[src/rtl/seq_arith_pkg.sv]
// Shared definitions for the sequential arithmetic unit (shift-add multiplier and restoring divider).
package seq_arith_pkg;

  localparam int DEFAULT_WIDTH = 4;

  typedef enum logic [1:0] {
    IDLE = 2'd0,
    CALC = 2'd1,
    FIN  = 2'd2
  } arith_state_e;

endpackage

[src/rtl/seq_divider_if.sv]
// Start/done bus between a requester and the sequential divider.
interface seq_divider_if
  import seq_arith_pkg::*;
#(
  parameter int WIDTH = DEFAULT_WIDTH
);

  // start is accepted on a rising clk edge where start && ready; operands are captured on
  // that edge only. done pulses for one cycle when quotient/remainder/div_by_zero become
  // valid, and those stay held until the next accepted start.
  logic             start;
  logic [WIDTH-1:0] dividend;
  logic [WIDTH-1:0] divisor;
  logic             ready;
  logic             done;
  logic [WIDTH-1:0] quotient;
  logic [WIDTH-1:0] remainder;
  logic             div_by_zero;

  modport master (
    output start, dividend, divisor,
    input  ready, done, quotient, remainder, div_by_zero
  );

  modport slave (
    input  start, dividend, divisor,
    output ready, done, quotient, remainder, div_by_zero
  );

endinterface

[src/rtl/seq_divider_div_sub_step.sv]
// One restoring-division trial subtract: shifted partial remainder minus divisor.
module div_sub_step
  import seq_arith_pkg::*;
#(
  parameter int WIDTH = DEFAULT_WIDTH
) (
  input  logic [WIDTH:0]   shifted,
  input  logic [WIDTH-1:0] divisor,
  output logic [WIDTH-1:0] rem_next,
  output logic             q_bit
);

  logic [WIDTH:0] diff;

  // Subtraction as an add of the inverted, zero-extended divisor with carry-in 1.
  assign diff     = shifted + {1'b1, ~divisor} + {{WIDTH{1'b0}}, 1'b1};
  assign q_bit    = ~diff[WIDTH];
  assign rem_next = q_bit ? diff[WIDTH-1:0] : shifted[WIDTH-1:0];

endmodule

[src/rtl/seq_divider.sv]
// Sequential restoring divider, one subtract-and-shift per cycle, WIDTH iterations.
// Define SEQ_DIV_SIGNED_EN for two's-complement operands (truncating division).
module seq_divider
  import seq_arith_pkg::*;
#(
  parameter int WIDTH = DEFAULT_WIDTH
) (
  input  logic         clk,
  input  logic         rst,
  seq_divider_if.slave bus,
  output arith_state_e dbg_state
);

  localparam int CNT_W = $clog2(WIDTH + 1);

  arith_state_e     state;
  logic [CNT_W-1:0] cnt;
  logic [WIDTH-1:0] p;
  logic [WIDTH-1:0] q;
  logic [WIDTH-1:0] dvs;
  logic [WIDTH-1:0] quo_r;
  logic [WIDTH-1:0] rem_r;
  logic             dbz_r;
  logic             done_r;
  logic             ready_r;

  logic [WIDTH-1:0] rem_next;
  logic [WIDTH-1:0] q_next;
  logic             q_bit;
  logic [WIDTH-1:0] dividend_mag;
  logic [WIDTH-1:0] divisor_mag;
  logic [WIDTH-1:0] quo_fix;
  logic [WIDTH-1:0] rem_fix;

  div_sub_step #(.WIDTH(WIDTH)) u_step (
    .shifted  ({p, q[WIDTH-1]}),
    .divisor  (dvs),
    .rem_next (rem_next),
    .q_bit    (q_bit)
  );

  assign q_next = {q[WIDTH-2:0], q_bit};

`ifdef SEQ_DIV_SIGNED_EN
  logic neg_q;
  logic neg_r;

  // Iterate on magnitudes; the most-negative value's magnitude fits as an unsigned pattern.
  assign dividend_mag = bus.dividend[WIDTH-1] ? ~bus.dividend + WIDTH'(1) : bus.dividend;
  assign divisor_mag  = bus.divisor[WIDTH-1]  ? ~bus.divisor  + WIDTH'(1) : bus.divisor;
  assign quo_fix      = neg_q ? ~q_next   + WIDTH'(1) : q_next;
  assign rem_fix      = neg_r ? ~rem_next + WIDTH'(1) : rem_next;

  always_ff @(posedge clk) begin
    if (rst) begin
      neg_q <= 1'b0;
      neg_r <= 1'b0;
    end else if (state == IDLE && bus.start) begin
      neg_q <= bus.dividend[WIDTH-1] ^ bus.divisor[WIDTH-1];
      neg_r <= bus.dividend[WIDTH-1];
    end
  end
`else
  assign dividend_mag = bus.dividend;
  assign divisor_mag  = bus.divisor;
  assign quo_fix      = q_next;
  assign rem_fix      = rem_next;
`endif

  always_ff @(posedge clk) begin
    if (rst) begin
      state   <= IDLE;
      cnt     <= '0;
      p       <= '0;
      q       <= '0;
      dvs     <= '0;
      quo_r   <= '0;
      rem_r   <= '0;
      dbz_r   <= 1'b0;
      done_r  <= 1'b0;
      ready_r <= 1'b1;
    end else begin
      case (state)
        IDLE: begin
          done_r <= 1'b0;
          if (bus.start) begin
            ready_r <= 1'b0;
            p       <= '0;
            q       <= dividend_mag;
            dvs     <= divisor_mag;
            if (bus.divisor == '0) begin
              state  <= FIN;
              cnt    <= '0;
              done_r <= 1'b1;
              quo_r  <= '1;
              rem_r  <= bus.dividend;
              dbz_r  <= 1'b1;
            end else begin
              state <= CALC;
              cnt   <= CNT_W'(WIDTH);
              quo_r <= '0;
              rem_r <= '0;
              dbz_r <= 1'b0;
            end
          end
        end
        CALC: begin
          p   <= rem_next;
          q   <= q_next;
          cnt <= cnt - CNT_W'(1);
          // Results land with the last step so they are valid in the FIN cycle with done.
          if (cnt == CNT_W'(1)) begin
            state  <= FIN;
            done_r <= 1'b1;
            quo_r  <= quo_fix;
            rem_r  <= rem_fix;
          end
        end
        FIN: begin
          done_r  <= 1'b0;
          ready_r <= 1'b1;
          state   <= IDLE;
        end
        default: begin
          state   <= IDLE;
          done_r  <= 1'b0;
          ready_r <= 1'b1;
        end
      endcase
    end
  end

  assign bus.ready       = ready_r;
  assign bus.done        = done_r;
  assign bus.quotient    = quo_r;
  assign bus.remainder   = rem_r;
  assign bus.div_by_zero = dbz_r;
  assign dbg_state       = state;

endmodule

[src/flat_wrapper.sv]
// flat-port wrapper written by rule: the top's interface ports become plain ports
module seq_divider_flat import seq_arith_pkg::*;
#(
  parameter int WIDTH = DEFAULT_WIDTH
)
  (clk, rst, dbg_state, bus_start, bus_dividend, bus_divisor, bus_ready, bus_done, bus_quotient, bus_remainder, bus_div_by_zero);
  seq_divider_if #(.WIDTH(WIDTH)) bus_i ();
  input  logic clk;
  input  logic rst;
  output arith_state_e dbg_state;
  input wire logic [$bits(bus_i.start)-1:0] bus_start;
  input wire logic [$bits(bus_i.dividend)-1:0] bus_dividend;
  input wire logic [$bits(bus_i.divisor)-1:0] bus_divisor;
  output wire logic [$bits(bus_i.ready)-1:0] bus_ready;
  output wire logic [$bits(bus_i.done)-1:0] bus_done;
  output wire logic [$bits(bus_i.quotient)-1:0] bus_quotient;
  output wire logic [$bits(bus_i.remainder)-1:0] bus_remainder;
  output wire logic [$bits(bus_i.div_by_zero)-1:0] bus_div_by_zero;
  assign bus_i.start = bus_start;
  assign bus_i.dividend = bus_dividend;
  assign bus_i.divisor = bus_divisor;
  assign bus_ready = bus_i.ready;
  assign bus_done = bus_i.done;
  assign bus_quotient = bus_i.quotient;
  assign bus_remainder = bus_i.remainder;
  assign bus_div_by_zero = bus_i.div_by_zero;
  seq_divider #(.WIDTH(WIDTH)) u_core (.clk(clk), .rst(rst), .bus(bus_i), .dbg_state(dbg_state));
endmodule
[config.mk]
export PLATFORM = sky130hd
export DESIGN_NAME = seq_divider_flat
export DESIGN_NICKNAME = d
export VERILOG_FILES = /design/src/rtl/seq_arith_pkg.sv /design/src/rtl/seq_divider_if.sv /design/src/rtl/seq_divider_div_sub_step.sv /design/src/rtl/seq_divider.sv /design/src/flat_wrapper.sv
export SDC_FILE = /design/constraint.sdc
export NUM_CORES = 1
export LEC_CHECK = 0
export CORE_ASPECT_RATIO = 2
export CORE_UTILIZATION = 50
export DETAILED_ROUTE_END_ITERATION = 10
export PLACE_DENSITY = 0.76
export SETUP_SLACK_MARGIN = 0.05
export SKIP_CTS_REPAIR_TIMING = 1
export SLEW_MARGIN = 5
export SYNTH_ARGS = -nofsm -noshare
export SYNTH_HDL_FRONTEND = slang
export SYNTH_SLANG_ARGS = --single-unit
[constraint.sdc]
create_clock -name clk -period 6.52 [get_ports clk]
set_clock_uncertainty 0.05 [all_clocks]
set_input_delay 1.304 -clock clk [delete_from_list [all_inputs] [get_ports clk]]
set_output_delay 1.304 -clock clk [all_outputs]
set_load 0.03 [all_outputs]
==> Word level (Yosys, flattened, before mapping) <==
Cells that the tools add are included.
W data, S select, Z words.
{ "word_totals": {"regBits": 28, "output_inout_bits": 13, "elab_cells": 54} }
{ "classes": {"add_sub_neg": 3, "eq_ne": 4, "n_mux": 26, "bitwise": 3, "n_reduce_logical": 8} }
{ "ops": {"columns": ["operator", "count"], "rows": [
  ["$mux W4", 9],
  ["$pmux W4 S2", 4],
  ["$reduce_and A2 Y1", 4],
  ["$mux W2", 3],
  ["$mux W3", 2],
  ["$pmux W3 S2", 1],
  ["$add A5 B1 Y5 const B", 1],
  ["$add A5 B5 Y5", 1],
  ["$logic_not A4 Y1", 1],
  ["$mux W1", 4],
  ["$not A4 Y4", 1],
  ["$pmux W1 S2", 2],
  ["$pmux W2 S2", 1],
  ["$eq A3 B1 Y1 const B", 1],
  ["$reduce_and A3 Y1", 1],
  ["$sub A3 B1 Y3 const B", 1],
  ["$eq A2 B1 Y1 const B", 1],
  ["$logic_not A2 Y1", 1],
  ["$ne A2 B1 Y1 const B", 1],
  ["$ne A2 B2 Y1 const B", 1],
  ["$not A1 Y1", 2],
  ["$reduce_bool A2 Y1", 1]
]} }

==> Logic depth before layout (Yosys ltp) <==
{ "logic_depth": {"ltp_word": 6, "mapped_depth": 8, "mapped_depth_nobuf": 8} }

==> Hierarchy <==
A second synthesis with hierarchy kept.
{ "hier_totals": {"cells_unflattened": 151, "hier_area_um2": 1385.1} }
{ "by_module_without_submodules": {"columns": ["mod", "n_inst", "cells_per_inst", "area_each_um2"], "rows": [
  ["seq_divider", 1, 127, 1181.1],
  ["div_sub_step", 1, 24, 203.9]
]} }

==> Least setup slack after synthesis <==
Ideal clock, no wire load.
{ "synth_path": {"path_kind": "input-to-reg", "startpoint": "input port bus_start", "endpoint": "register u_core.rem_r[1], in the netlist u_core.bus.remainder[1]", "setup_time_ns": 0.088, "arrival_ns": 2.284, "slack_ns": 4.098, "path_stages": 6, "n_path_buf": 2, "cell_sequence": "or3b_1 > buf_6 > o21ai_4 > buf_6 > nor2_1 > a311oi_2"} }
{ "synth_between": {"elab_chain_len": 2} }
{ "synth_lines": {"columns": ["item", "line_no", "source"], "rows": [
  ["from (decl)", "flat_wrapper.sv:11", "input wire logic [$bits(bus_i.start)-1:0] bus_start;"],
  ["$ne A2 B2 Y1 (no line)", null, null],
  ["$reduce_and A3 Y1 (no line)", null, null],
  ["to (signal assigned)", "seq_divider.sv:96", "rem_r <= bus.dividend;"],
  ["to (signal assigned)", "seq_divider.sv:116", "rem_r <= rem_fix;"],
  ["to (decl)", "seq_divider.sv:22", "logic [WIDTH-1:0] rem_r;"]
]} }
Every way passes these cells.
A chain may end at the register's enable or synchronous reset.

==> Worst setup path after layout <==
{ "layout_path": {"startpoint": "input port bus_start", "endpoint": "register u_core.quo_r[3], in the netlist u_core.bus.quotient[3]"} }
{ "layout_between": {"elab_chain_len": 2} }
{ "layout_lines": {"columns": ["item", "line_no", "source"], "rows": [
  ["$ne A2 B2 Y1 (no line)", null, null],
  ["$reduce_and A3 Y1 (no line)", null, null],
  ["to (signal assigned)", "seq_divider.sv:115", "quo_r <= quo_fix;"],
  ["to (decl)", "seq_divider.sv:21", "logic [WIDTH-1:0] quo_r;"]
]} }
Every way passes these cells.

==> results.md <==
Outcome:
- The flow ran to the end, and the final reports show no timing, DRC or antenna violations.

STA:
- The worst path setup slack after routing is 3660 ps.
- The share of the cycle needed by the critical path after routing is 43.9%.
- For this run, the top clock speed supported by timing is 0.349 GHz.
- The final setup TNS is 0 ps.
- The final period demand of the worst path is 2860 ps.
- Setup repair after global routing left no endpoint under its margin.
- The number of hold violations in the final report is 0.
- Measured against its own limit, the worst slew margin works out to 30.4%.
- Hold timing on the final database bottoms out at a slack of 413 ps.
- The number of max-slew violations in the final report is 0.
- Setup violations remaining at the end of the flow were counted as 0.
- The pin slew with the least headroom to its limit is 1040 ps.

Drt:
- The aggregate routed wire length is 3020 um.
- In the routed layout, each cell is associated on average with a via count of 5.72.
- The average wire length per cell after detail routing is 14.4 um.
- The first detailed-routing pass took 4 iterations.
- The detailed router finished its first iteration with 30 violations.
- The total DRC errors in the routed layout is 0.
- The detail route stage leaves a number of antenna-violating nets equal to 0.
- Detailed routing inserted a total of 1196 vias.

Logic synthesis:
- The largest area contributor in the synthesized netlist is sky130_fd_sc_hd__dfxtp_1.
- Ranked by total cell area, the synthesized netlist is headed by sky130_fd_sc_hd__dfxtp_1 (41%), sky130_fd_sc_hd__a21oi_1 (8.1%), sky130_fd_sc_hd__nand2_1 (7.2%).
- After synthesis the cells add up to 1350 sq um.
- The proportion of netlist area held by the largest area contributor is 41.4%.
- The number of synthesized flops with an enable pin is 0.
- The post-synthesis sequential area ratio is 41.4%.
- The synthesized area per cell is 8.41 sq um.
- The commonest cells after synthesis are sky130_fd_sc_hd__dfxtp_1 (28), sky130_fd_sc_hd__nand2_1 (26), sky130_fd_sc_hd__nor2_1 (23), sky130_fd_sc_hd__a21oi_1 (22), sky130_fd_sc_hd__inv_1 (7).
- When the netlist entered floorplanning its net count stood at 179.
- The library cell with the highest instance count after synthesis is sky130_fd_sc_hd__dfxtp_1.
- The total of warnings raised by yosys is 0.
- The flip-flop cell with the highest count after synthesis is sky130_fd_sc_hd__dfxtp_1.
- The share of synthesized flip-flops with an asynchronous set or reset is 0%.
- The number of distinct library cells after synthesis is 32.
- The number of synthesized register bits is 28.
- The gate count after technology mapping is 161.

Power and ir drop:
- The switching part of the total power is 31.3%.
- For this design the ratio of total power to cell area is 256 nW/um^2.
- The standby leakage power is 0.604 nW.
- The fraction of power consumed by sequential logic is 47.2%.
- Internal power comes to 0.287 mW.
- Per report_power, the clock group accounts for 25.4% of the total.
- VDD sags by at most 0.000171 V.
- Power comes to 0.418 mW.
- For this design the total switching power over the nets is 0.131 mW.
- The combinational group share of total power is 27.4%.

Placed design:
- The placed instances occupy a cell area of 1580 sq um.
- Input and output buffers added on the ports amount to 23.
- Including well taps, the total number of placed cells is 205.
- After legalization and detailed placement, the total HPWL measured 2300 um.
- The worst slack at placement is 3370 ps.
- The last weighted congestion value of the routability-driven placer is 0.763.

Final layout:
- The area of all placed cells without fillers is 1630 sq um.
- The area growth from synthesis to final layout is 20.7%.
- Cells fill 63.6% of the core in the end.
- The number of antenna diodes is 0.
- For this run, the post-layout net count is 200.
- After the flow finishes, the layout carries non-filler instances totaling 209.
- Cells with a size suffix above 1 make up 7.18% of the layout.

GRT:
- The number of global-route vias before repair is 1149.
- Entering global routing, the biggest net connects 29 pins.
- The global-route congestion overflow total is 0.
- The number of antenna violations at the first check in global routing was 0.
- The global-route wire length before repair is 4900 um.
- The global router's overall resource usage is 23.2%.

Clocking:
- After clock tree synthesis, the clock-pin slew on the worst setup and hold paths is 90 ps.
- The CTS tree is done.
- The root cell of the clock tree is sky130_fd_sc_hd__clkbuf_8.
- The count of H-tree levels built during CTS is 1.
- The maximum buffer depth of the clock tree is 2.
- The number of clock sinks is 28.
- The number of buffers created by CTS is 3.
- The clock latency on the worst-skew pair is 270 ps.

Critical path:
- The biggest fanout along the worst timing path is 15.
- In this run the worst setup path begins at bus_start.
- Measured in cells, the most critical reg-to-reg path has a length of 8.
- At the worst endpoint, the required time is 6590 ps.
- Data arrives at the worst endpoint at 2930 ps.
- The nature of the critical path startpoint is an input port.
- The worst reg2reg path endpoint is u_core.bus.remainder[2]$_SDFFE_PP0P_.
- The worst reg2reg path startpoint is u_core.q[3]$_SDFFE_PP0P_.
- The register-to-register setup slack is 4030 ps.
- The critical path class is input port to flop.
- The worst setup path is captured at a flop.

Floorplanning:
- For this configuration, the core starts out at a cell density of 52.7%.
- The die span in x is 38.8 um.
- The die is 75.6 um tall.
- The number of I/O pins is 24.
- After floorplanning, the core was sized to cover 2570 sq um.
- The die covers 2930 sq um.
- The floorplan has 26 rows.

Worst hold path:
- The startpoint identified for the worst hold timing path is u_core.q[3]$_SDFFE_PP0P_.
- The worst hold path terminates at u_core.q[3]$_SDFFE_PP0P_.
- Counting instances, the worst hold path has a depth of 2.
- The worst hold path belongs to the class flop to flop.

Run:
- Across the run, the number of max-cap violations was 0.
## sequential cells by signal, indices dropped and copies added, names as in the netlist
register,flops
u_core.bus.quotient,4
u_core.bus.remainder,4
u_core.dvs,4
u_core.p,4
u_core.q,4
u_core.cnt,3
u_core.dbg_state,2
u_core.bus.div_by_zero,1
u_core.bus.done,1
u_core.bus.ready,1
## worst max-delay path: stages
cell and delay, ps:
sky130_fd_sc_hd__clkdlybuf4s50_1 480, sky130_fd_sc_hd__or3b_1 510, sky130_fd_sc_hd__o21ai_4 230, sky130_fd_sc_hd__nand2_1 160, sky130_fd_sc_hd__a21oi_1 160, sky130_fd_sc_hd__nor3_1 80
## logic make-up after synthesis
logic type / after synthesis / synth area share, %
compound gates: 40 / 20.2
xor+xnor: 1 / 1.20
fa+ha+maj: 7 / 7.02
buf+inv: 15 / 5.45
flops: 28 / 41.4
mux: 3 / 2.31
simple gates: 67 / 22.4
## layout by cell type, fill, tap and decap left out
master,netlist,routed
sky130_fd_sc_hd__dfxtp_1,28,28
sky130_fd_sc_hd__nand2_1,26,26
sky130_fd_sc_hd__nor2_1,23,23
sky130_fd_sc_hd__clkdlybuf4s50_1,0,23
sky130_fd_sc_hd__a21oi_1,22,22
sky130_fd_sc_hd__inv_1,7,7
sky130_fd_sc_hd__nand2b_1,6,6
sky130_fd_sc_hd__ha_1,6,6
sky130_fd_sc_hd__nor3_1,4,4
sky130_fd_sc_hd__a22oi_1,4,4
sky130_fd_sc_hd__clkbuf_8,0,4
sky130_fd_sc_hd__a31oi_1,3,3
sky130_fd_sc_hd__a311oi_2,3,3
sky130_fd_sc_hd__nor3b_1,2,2
sky130_fd_sc_hd__mux2i_1,2,2
sky130_fd_sc_hd__a311oi_1,2,2
sky130_fd_sc_hd__a21oi_2,1,1
sky130_fd_sc_hd__xor2_2,1,1
sky130_fd_sc_hd__nor2b_1,1,1
sky130_fd_sc_hd__nand3b_1,1,1
sky130_fd_sc_hd__o211ai_1,1,1
sky130_fd_sc_hd__nor4_2,1,1
sky130_fd_sc_hd__or3b_1,1,1
sky130_fd_sc_hd__nand3_1,1,1
sky130_fd_sc_hd__mux2_2,1,1
sky130_fd_sc_hd__o21ai_4,1,1
sky130_fd_sc_hd__and2_1,1,1
sky130_fd_sc_hd__o21bai_1,1,1
sky130_fd_sc_hd__o21ai_1,1,1
sky130_fd_sc_hd__a21boi_1,1,1
sky130_fd_sc_hd__fa_1,1,1
sky130_fd_sc_hd__buf_4,0,1
## how the worst max path moves through the flow
stage,to,slack [ps],cells past startpoint
final,u_core.bus.quotient[3]$_SDFFE_PP0P_,3660,6
after detailed placement,u_core.bus.quotient[1]$_SDFFE_PP0P_,3370,6
after global placement,u_core.bus.quotient[2]$_SDFFE_PP0P_,3460,6
after floorplan,u_core.bus.remainder[1]$_SDFFE_PP0P_,4100,6
after CTS,u_core.bus.quotient[3]$_SDFFE_PP0P_,3640,6
after global routing,u_core.bus.quotient[3]$_SDFFE_PP0P_,3540,6
## metal layers
metal | up-vias | routed length (um) | track usage [%]
li1 | 592 | - | -
met5 | - | 0 | 0
met1 | 571 | 1160 | 25.1
met2 | 29 | 1730 | 43.9
met4 | 0 | 38 | 9.20
met3 | 4 | 83 | 1.75
## final cells by class
class | instances | area [sq um]
inverters | 7 | 26.3
well taps | 28 | 35.0
repair buffers | 24 | 238
multi-input cells | 118 | 719
clock buffers | 4 | 55.1
fillers | 232 | 936
flip-flops and latches | 28 | 561
## power groups by stage
stage	clock network (mW)	registers (mW)	logic, mW
final	0.106	0.197	0.115
after global routing	0.115	0.199	0.124
after CTS	0.109	0.197	0.115
after detailed placement	0	0.201	0.114
after global placement	0	0.200	0.110
after floorplan	0	0.213	0.0670
Note: power is estimated with default switching activity, not from simulation.
